===== config.mk =====
export PLATFORM = sky130hd
export DESIGN_NAME = pipe_hazard_ctrl
export DESIGN_NICKNAME = d
export VERILOG_FILES = /design/src/rtl/pipe_hazard_ctrl.sv
export SDC_FILE = /design/constraint.sdc
export NUM_CORES = 1
export LEC_CHECK = 0
export ABC_AREA = 1
export CAP_MARGIN = 20
export CELL_PAD_IN_SITES_DETAIL_PLACEMENT = 2
export CELL_PAD_IN_SITES_GLOBAL_PLACEMENT = 2
export CORE_MARGIN = 4
export CORE_UTILIZATION = 24
export CTS_CLUSTER_DIAMETER = 50
export DETAILED_ROUTE_END_ITERATION = 10
export MAX_ROUTING_LAYER = met4
export PLACE_DENSITY_LB_ADDON = 0.1
export REMOVE_ABC_BUFFERS = 1
export SLEW_MARGIN = 10
export SYNTH_ARGS = -nofsm -noshare
export SYNTH_HDL_FRONTEND = slang
export SYNTH_SLANG_ARGS = --single-unit

===== constraint.sdc =====
create_clock -name clk -period 1.5 [get_ports clk]
set_input_delay 0.3 -clock clk [delete_from_list [all_inputs] [get_ports clk]]
set_output_delay 0.3 -clock clk [all_outputs]
set_load 0.01 [all_outputs]

===== src/rtl/pipe_hazard_ctrl.sv =====
// Five-stage pipeline hazard controller: freeze/flush/load-use resolution,
// EX operand forwarding, saturating event counters and a freeze watchdog.
module pipe_hazard_ctrl #(
  parameter int CNT_W      = 16,
  parameter int FREEZE_MAX = 64
) (
  input  logic             clk,
  input  logic             resetl,
  input  logic [4:0]       id_rn,
  input  logic [4:0]       id_rm,
  input  logic             id_uses_rn,
  input  logic             id_uses_rm,
  input  logic [4:0]       ex_rn,
  input  logic [4:0]       ex_rm,
  input  logic [4:0]       ex_rd,
  input  logic             ex_memread,
  input  logic [4:0]       mem_rd,
  input  logic             mem_regwrite,
  input  logic             mem_pcsrc,
  input  logic             mem_busy,
  input  logic [4:0]       wb_rd,
  input  logic             wb_regwrite,
  output logic             pc_en,
  output logic             ifid_en,
  output logic             idex_en,
  output logic             exmem_en,
  output logic             memwb_en,
  output logic             ifid_flush,
  output logic             idex_flush,
  output logic             exmem_flush,
  output logic [1:0]       fwd_a,
  output logic [1:0]       fwd_b,
  output logic             ctrl_state,
  output logic [CNT_W-1:0] stall_cnt,
  output logic [CNT_W-1:0] flush_cnt,
  output logic [CNT_W-1:0] freeze_cnt,
  output logic             freeze_timeout
);

  localparam int RUN_W = $clog2(FREEZE_MAX + 1);
  localparam logic [4:0] XZR = 5'd31;

  typedef enum logic {ST_RUN = 1'b0, ST_FREEZE = 1'b1} state_t;

  state_t           r_state;
  state_t           w_state_nxt;
  logic [RUN_W-1:0] r_run;
  logic [CNT_W-1:0] r_stall_cnt;
  logic [CNT_W-1:0] r_flush_cnt;
  logic [CNT_W-1:0] r_freeze_cnt;
  logic             r_timeout;
  logic             w_load_use;
  logic             w_do_flush;
  logic             w_do_stall;

  // MEM holds the younger producer, so it wins over WB; XZR is never forwarded.
  function automatic logic [1:0] fwd_sel(input logic [4:0] src, input logic [4:0] m_rd,
                                         input logic m_rw, input logic [4:0] w_rd,
                                         input logic w_rw);
    logic [1:0] sel;
    sel = 2'b00;
    if (m_rw && (m_rd != XZR) && (m_rd == src)) begin
      sel = 2'b10;
    end else if (w_rw && (w_rd != XZR) && (w_rd == src)) begin
      sel = 2'b01;
    end else begin
      sel = 2'b00;
    end
    return sel;
  endfunction

  function automatic logic [CNT_W-1:0] sat_inc(input logic [CNT_W-1:0] v);
    return (v == {CNT_W{1'b1}}) ? v : v + {{(CNT_W-1){1'b0}}, 1'b1};
  endfunction

  assign w_load_use = ex_memread && (ex_rd != XZR) &&
                      ((id_uses_rn && (id_rn == ex_rd)) || (id_uses_rm && (id_rm == ex_rd)));
  assign w_do_flush = !mem_busy && mem_pcsrc;
  assign w_do_stall = !mem_busy && !mem_pcsrc && w_load_use;

  // Priority resolution of enables/flushes plus forwarding; reset forces bubbles.
  always_comb begin
    pc_en       = 1'b1;
    ifid_en     = 1'b1;
    idex_en     = 1'b1;
    exmem_en    = 1'b1;
    memwb_en    = 1'b1;
    ifid_flush  = 1'b0;
    idex_flush  = 1'b0;
    exmem_flush = 1'b0;
    fwd_a       = fwd_sel(ex_rn, mem_rd, mem_regwrite, wb_rd, wb_regwrite);
    fwd_b       = fwd_sel(ex_rm, mem_rd, mem_regwrite, wb_rd, wb_regwrite);
    if (!resetl) begin
      {pc_en, ifid_en, idex_en, exmem_en, memwb_en} = 5'b00000;
      {ifid_flush, idex_flush, exmem_flush}         = 3'b111;
      fwd_a = 2'b00;
      fwd_b = 2'b00;
    end else if (mem_busy) begin
      {pc_en, ifid_en, idex_en, exmem_en, memwb_en} = 5'b00000;
    end else if (mem_pcsrc) begin
      {ifid_flush, idex_flush, exmem_flush} = 3'b111;
    end else if (w_load_use) begin
      pc_en      = 1'b0;
      ifid_en    = 1'b0;
      idex_flush = 1'b1;
    end else begin
      pc_en = 1'b1;
    end
  end

  // Next-state logic for the RUN/FREEZE observer FSM.
  always_comb begin
    w_state_nxt = r_state;
    case (r_state)
      ST_RUN:    w_state_nxt = mem_busy ? ST_FREEZE : ST_RUN;
      ST_FREEZE: w_state_nxt = mem_busy ? ST_FREEZE : ST_RUN;
      default:   w_state_nxt = ST_RUN;
    endcase
  end

  // State register, event counters and freeze watchdog.
  always_ff @(posedge clk or negedge resetl) begin
    if (!resetl) begin
      r_state      <= ST_RUN;
      r_run        <= {RUN_W{1'b0}};
      r_stall_cnt  <= {CNT_W{1'b0}};
      r_flush_cnt  <= {CNT_W{1'b0}};
      r_freeze_cnt <= {CNT_W{1'b0}};
      r_timeout    <= 1'b0;
    end else begin
      r_state <= w_state_nxt;
      if (mem_busy) begin
        r_freeze_cnt <= sat_inc(r_freeze_cnt);
        if (r_run != RUN_W'(FREEZE_MAX)) begin
          r_run <= r_run + {{(RUN_W-1){1'b0}}, 1'b1};
        end
        if (r_run == RUN_W'(FREEZE_MAX - 1)) begin
          r_timeout <= 1'b1;
        end
      end else begin
        r_run <= {RUN_W{1'b0}};
      end
      if (w_do_flush) begin
        r_flush_cnt <= sat_inc(r_flush_cnt);
      end
      if (w_do_stall) begin
        r_stall_cnt <= sat_inc(r_stall_cnt);
      end
    end
  end

  assign ctrl_state     = r_state;
  assign stall_cnt      = r_stall_cnt;
  assign flush_cnt      = r_flush_cnt;
  assign freeze_cnt     = r_freeze_cnt;
  assign freeze_timeout = r_timeout;

endmodule


# After elaboration in Yosys (flattened, before gate mapping)
# Cells that the tools add are included.
# classes
n_eq_ne	15
n_mux	22
add_sub_neg	4
bitwise_logic	3
reduce_logical	20
# op_table
cell	n
16-bit by 1-bit adder with 16-bit output, second input constant	3
16-bit equality test, second input constant	3
5-bit equality test	6
1-bit 2-to-1 mux	16
5-bit inequality test, second input constant	3
7-bit 2-to-1 mux	2
1-bit logical AND	13
2-bit 2-to-1 mux	4
2-bit AND reduction	4
7-bit by 1-bit adder with 7-bit output, second input constant	1
7-bit by 6-bit equality test with 1-bit output, second input constant	1
7-bit inequality test, second input constant	1
1-bit NOT	3
1-bit logical NOT	2
2-bit by 1-bit inequality test with 1-bit output, second input constant	1
1-bit logical OR	1
# word_totals
reg_bits	57
out_inout_bits	62
in_bits	44

# Depth between registers and ports, before layout
# Gate-level depths: netlist (run 1).
# logic_depth
ltp_word	8
mapped_depth	11

# Worst setup path after synthesis (run 1)
# No wires, ideal clock.
# synth_timing
kind	reg2reg
startpoint	register r_freeze_cnt[0], in the netlist freeze_cnt[0]
endpoint	register r_freeze_cnt[3], in the netlist freeze_cnt[3]
path_stages_with_launch	10
slack_ns	-0.164
synth_period_minus_slack_ns	1.664
setup_ns	0.123
n_path_buf	1
arrival_time_ns	1.541
cell_sequence	dfrtp_1 -> ha_1 -> nand3_2 -> nor2_4 -> nand4_2 -> nand2_2 -> o21ai_2 -> buf_6 -> nand3_1 -> nand2_1
# synth_between
elab_chain_cells	3
word_cells_on_any_way	4
cone_classes	1 x add/sub; 1 x eq/ne; 1 x bitwise; 1 x reduce/logical
# synth_lines
element	line	rtl
start: declaration	50	logic [CNT_W-1:0] r_freeze_cnt;
start signal: assignment	128	r_freeze_cnt <= {CNT_W{1'b0}};
start signal: assignment	133	r_freeze_cnt <= sat_inc(r_freeze_cnt);
parallel branches: the longest is 3 deep, another holds 16-bit by 1-bit adder with 16-bit output	--	
# Parallel ways; which one is timed is not known.
# A chain may end at the register's enable or synchronous reset.

# Worst setup path after layout (run 1)
# layout_timing
startpoint	input port ex_rm[2]
endpoint	output port fwd_b[0]
# layout_between
elab_chain_cells	5
word_cells_on_any_way	7
cone_classes	2 x eq/ne; 3 x mux; 2 x reduce/logical
# layout_lines
element	line	rtl
start: declaration	14	input logic [4:0] ex_rm,
5-bit equality test	64	end else if (w_rw && (w_rd != XZR) && (w_rd == src)) begin
1-bit logical AND	64	
1-bit 2-to-1 mux	64	
2-bit 2-to-1 mux (*)	62	if (m_rw && (m_rd != XZR) && (m_rd == src)) begin
2-bit 2-to-1 mux (*)	93	if (!resetl) begin
end: declaration	32	output logic [1:0] fwd_b,
# Every way passes the cells marked *; elsewhere a longest branch is shown, timed or not.

==> flow_summary.ini, run 1 <==
[status]
status = finished, violations left
violations = negative setup slack

[routing]
post_drt_wl_per_cell_um = 16.4
firstDrtPassIters = 4
drt_iter0_drc = 59
vias = 4259
final_antenna_net_count = 0
postRouteWirelength_um = 15400
post-route-drc-count = 0
via_per_inst = 4.53

[floorplan]
core.rowCount = 45
die_x_um = 134
coreArea_um2 = 15300
start_util_pct = 24.7
die_h_um = 134
ios = 106
dieArea_um2 = 17900

[clocking]
cts_root_buf = clkbuf_16
cts_tree = done
clkLatencyLatePin_ps = 330
cts_made_buffers = 9
cts_max_path_buffers = 2
cts.sinks = 57
cts.reportedPaths.clkPinSlew_ps = 50
cts.htree.levels = 3

[grt]
grt_max_degree = 48
grt_pass1_vias = 4794
track_usage_pct = 17.4
antenna_found_initial = 0
grt-ovfl-total = 0
grt_pass1_wl_um = 24600

[critical_path]
critical_path_class = input port to primary output
critPathMaxFanout = 2
r2r_slack_ps = -40
crit_buf_inv = 2
slowest_stage = nand4_1
cpLargestDelayFamily = simple AND/OR/NAND/NOR gates
cp.arrival_ps = 1250
critPathRequiredTime_ps = 1200
cp-end-kind = primary output
crit_chain = buf_4 -> xnor2_2 -> nand4_1 -> nor3_2 -> nor2_1 -> buf_2
critPathLaunchType = input port
cpPeakStageDelay_ps = 240

[sta]
min_period_ps = 1550
tns_ps = -215
hold_violations = 0
slew_violations = 0
relSlewSlack_pct = 54.5
finalCritPeriodShare_pct = 104
worst_pin_slew_ps = 683
setup_viol = 11
fmax_mhz = 644
rsz0062_at_grt = yes
worst_slack_ps = -52.8
skew_ps = 6.76

[place]
gp_congestion = 0.791
port_buffers = 105
dpl.hpwl_um = 11200

[logic_synthesis]
synth.avg_cell_area_um2 = 7.33
ys_seq_area_share_pct = 37.6
ys_ff_latch = 57
synth.cell_area_um2 = 3790
netlist_top_cells_count = 164 x nand2_1, 59 x inv_1, 57 x dfrtp_1
ys.flop_type = dfrtp_1
yosysMostFrequentCell = nand2_1
ys_warn_count = 0
yosysTopAreaCell = dfrtp_1
synthCells = 517
synth_top_area_share_pct = 37.6
synth.area.top_cells = dfrtp_1 38%, nand2_1 16%, xor2_1 6.9%
synth_edf_count = 0
yosysUniqueCellTypes = 37
synthArstFlopShare_pct = 100

[layout]
final_nets = 774
fillers = 1721
drive_gt1_share_pct = 43.0
area_growth_pct = 75.4
n_antenna_cell = 0

[power]
leakage_nw = 3.27
ir_drop_mv = 0.530
p_total_w = 0.00642
power-per-cell-area_nw_per_um2 = 965

[flow_run]
max_cap_violations = 0

[worst_hold_path]
hold_path_class = input port to asynchronous set/reset pin
-- power breakdown --
part / internal (W) / total (W) / switching [W]
Combinational: 0.00117 / 0.00235 / 0.00118
Sequential: 0.00176 / 0.00197 / 0.000209
Clock: 0.00133 / 0.00209 / 0.000767
-- worst paths after layout --
check / to / cells after the start / start
max: fwd_b[0] / 6 / ex_rm[2]
min: r_run[6]$_DFFE_PN0P_ / 3 / resetl
max reg2reg: freeze_cnt[15]$_DFFE_PN0P_ / 8 / freeze_cnt[1]$_DFFE_PN0P_
max in group asynchronous: stall_cnt[13]$_DFFE_PN0P_ / 3 / resetl
min in group clk: ctrl_state$_DFF_PN0_ / 1 / mem_busy
min reg2reg: freeze_timeout$_DFFE_PN0P_ / 2 / freeze_timeout$_DFFE_PN0P_
-- logic make-up after synthesis --
group	Yosys count	share of synthesized area (%)
AOI/OAI and AO/OA	34	5.91
and+or+nand+nor	299	35.0
adders and majority gates	5	1.65
DFF	57	37.6
buffers and inverters	73	8.48
xor gates and xnor gates	49	11.3
-- sequential cells by signal, indices dropped and copies added (netlist names) --
| register | count |
|---|---|
| freeze_timeout | 1 |
| freeze_cnt | 16 |
| ctrl_state | 1 |
| flush_cnt | 16 |
| stall_cnt | 16 |
| r_run | 7 |
-- worst min-delay path, stage by stage --
cell	delay [ps]
buf_2	140
buf_4	130
buf_4	520
-- per-stage QoR --
stage               area, um2  hold WS, ps  instances  worst slack (ps)  utilization [%]
floorplan                3700         4.41        507              -247                -
global placement         5610          332        899              -842             36.6
detailed placement       5610          349        899              -873             36.6
CTS                      6090          318        929             -71.2             39.7
global route             6650          332        941              -144             43.4
finish                   6650          273        941             -52.8             43.4
-- routing by layer --
| metal | vias to the layer above | wire (um) | global-route usage [%] |
|---|---|---|---|
| met3 | 14 | 403 | 3.51 |
| met1 | 2122 | 6710 | 21.6 |
| met5 | - | 0 | - |
| li1 | 2056 | - | - |
| met2 | 67 | 8140 | 29.6 |
| met4 | 0 | 168 | 3.60 |
-- final cells by class --
class                   count  area [um2]  area share (%)
clock buffers              11         243            3.65
flip-flops and latches     57        1430            21.5
well taps                 211         264            3.97
repair buffers            207        1830            27.5
multi-input cells         387        2570            38.6
clock inverters             5        55.1           0.828
inverters                  63         256            3.86
-- cells in the final DEF (no fill, tap or decap), types with 3 or more instances in the layout --
master and instances:
a21oi_1 6, buf_12 5, buf_2 11, buf_4 91
buf_6 28, buf_8 7, clkbuf_16 9, clkbuf_2 4
clkdlybuf4s15_1 11, dfrtp_1 52, dfrtp_2 5, dlygate4sd2_1 48
ha_2 3, inv_1 39, inv_2 18, inv_4 5
nand2_1 126, nand2_2 36, nand2_4 4, nand3_1 19
nand3_2 7, nand4_1 19, nor2_1 33, nor2_2 11
nor2_4 13, nor3_1 3, nor3_2 9, nor3_4 3
o21ai_0 6, o21ai_1 4, o21ai_2 9, xnor2_1 10
xnor2_2 8, xor2_1 28
-- timing repair --
| item | 4_1_cts | 5_1_grt |
|---|---|---|
| setup buffers | 14 | 14 |
| hold buffers | 1 | 0 |
| pin swaps | 62 | 66 |
| setup endpoints to repair | 112 | 71 |
| resized for setup | 325 | 153 |
| hold endpoints to repair | 10 | 0 |
No activity file was read; power rests on OpenSTA's default activity.
==> inputs of run 2 (changes only) <==
Settings changed: CORE_UTILIZATION 24 to 25, CTS_BUF_LIST from default to sky130_fd_sc_hd__clkbuf_4 sky130_fd_sc_hd__clkbuf_8.
==> flow_summary.ini, run 2 (synthesis results as in run 1) <==
[floorplan]
dieArea_um2 = 17200
core.rowCount = 44
ios = 106
coreArea_um2 = 14700
die_h_um = 131
die_x_um = 131
start_util_pct = 25.8

[layout]
drive_gt1_share_pct = 49.0
area_growth_pct = 78.1
stdcell_count = 918
design_area_um2 = 6750
final_cell_mix = 103 x nand2_1, 93 x buf_4, 53 x nand2_2
final_nets = 779
fillers = 1663
n_antenna_cell = 0
layout_commonest_cell = nand2_1

[clocking]
cts_root_buf = clkbuf_8
cts.htree.levels = 3
cts.sinks = 57
cts_tree = done
cts_max_path_buffers = 2
cts_made_buffers = 9
cts.reportedPaths.clkPinSlew_ps = 70
clkLatencyLatePin_ps = 360

[sta]
setup_viol = 22
skew_ps = 9.14
fmax_mhz = 637
worst_pin_slew_ps = 821
finalCritPeriodShare_pct = 105
relSlewSlack_pct = 45.3
min_period_ps = 1570
rsz0062_at_grt = yes
tns_ps = -472
hold_violations = 0
slew_violations = 0
worst_slack_ps = -70.0

[routing]
postRouteWirelength_um = 15800
post-route-drc-count = 0
post_drt_wl_per_cell_um = 17.2
via_per_inst = 4.65
vias = 4271
final_antenna_net_count = 0
drt_iter0_drc = 114
firstDrtPassIters = 4

[critical_path]
critPathLaunchType = input port
cp-end-kind = primary output
reg2regPathDepth = 8
critPathMaxFanout = 2
r2r_end = freeze_cnt[2]$_DFFE_PN0P_
critPathRequiredTime_ps = 1200
crit_path_start = ex_rm[0]
critical_path.endpoint = fwd_b[1]
critical_path_class = input port to primary output
cp.arrival_ps = 1270
r2r_slack_ps = -40
r2r_start = freeze_cnt[7]$_DFFE_PN0P_

[place]
gp_congestion = 0.843
dpl.hpwl_um = 10600
placedCellCount = 862
port_buffers = 105
place_ws_ps = -898
placed_area_um2 = 5510

[grt]
grt_pass1_wl_um = 24500
track_usage_pct = 17.9
grt-ovfl-total = 0
grt_use_met1_pct = 21.4
grt_util_met3_pct = 4.05
globalRouteMet2Util_pct = 30.9
antenna_found_initial = 0
grt_busiest_layer = met2
grt_max_degree = 58
grt_pass1_vias = 4827

[power]
pwr-share-comb_pct = 40.9
p_int_w = 0.00364
power-per-cell-area_nw_per_um2 = 854
leakage_nw = 3.31
clockPowerShare_pct = 24.6
p_total_w = 0.00576
p_sw_share_pct = 36.8
ir_drop_mv = 0.709
p_switching_w = 0.00212
p_seq_share_pct = 34.5

[status]
violations = negative setup slack
status = finished, violations left

[worst_hold_path]
hold_path_class = input port to asynchronous set/reset pin

[flow_run]
max_cap_violations = 0
==> run 2: routing by layer <==
layer  vias up  share of wire (%)
met2        75                 53
met3        10                3.4
met4         0               0.85
met5         -                  0
met1      2125                 43
li1       2061                  -
==> run 2: worst max-delay path: stages <==
cell and delay [ps]:
buf_8 100, xnor2_2 150, nand4_1 150, buf_4 170, nor4_4 220, buf_2 180
==> run 2: cell type report <==
cell class | instances | area [um2] | share of cell area [%]
timing repair buffer | 212 | 1890 | 27.9
sequential | 57 | 1430 | 21.2
clock buffer | 13 | 173 | 2.56
clock inverter | 2 | 12.5 | 0.185
inverter | 63 | 275 | 4.08
tap | 184 | 230 | 3.41
multi-input combinational | 387 | 2740 | 40.6
==> run 2: timing repair <==
action | 4_1_cts | 5_1_grt
setup endpoints to repair | 110 | 75
hold buffers | 0 | 0
cloned | 2 | 2
pin swaps | 54 | 66
setup buffers | 26 | 15
gates resized for setup | 344 | 204
==> run 2: power by group through the flow <==
stage,clock network (W),logic [W],registers [W]
final,0.00142,0.00236,0.00199
after global routing,0.00154,0.00258,0.00202
after CTS,0.00148,0.00213,0.00194
after detailed placement,0,0.00191,0.00200
after global placement,0,0.00185,0.00198
after floorplan,0,0.000606,0.00212
==> run 2: stage by stage <==
stage	hold WS [ps]	utilization [%]
floorplan	4.41	-
global placement	455	37.5
detailed placement	483	37.5
CTS	306	41.5
global route	360	45.9
finish	287	45.9
==> run 2: worst min-delay path by stage <==
stage	start	endpoint	slack, ps	cells after the start
finish	resetl	freeze_timeout$_DFFE_PN0P_	290	3
detailed placement	freeze_timeout$_DFFE_PN0P_	freeze_timeout$_DFFE_PN0P_	480	2
floorplan	resetl	ctrl_state$_DFF_PN0_	4	0
CTS	resetl	freeze_timeout$_DFFE_PN0P_	310	3
global placement	freeze_timeout$_DFFE_PN0P_	freeze_timeout$_DFFE_PN0P_	460	2
global route	resetl	r_run[6]$_DFFE_PN0P_	360	3
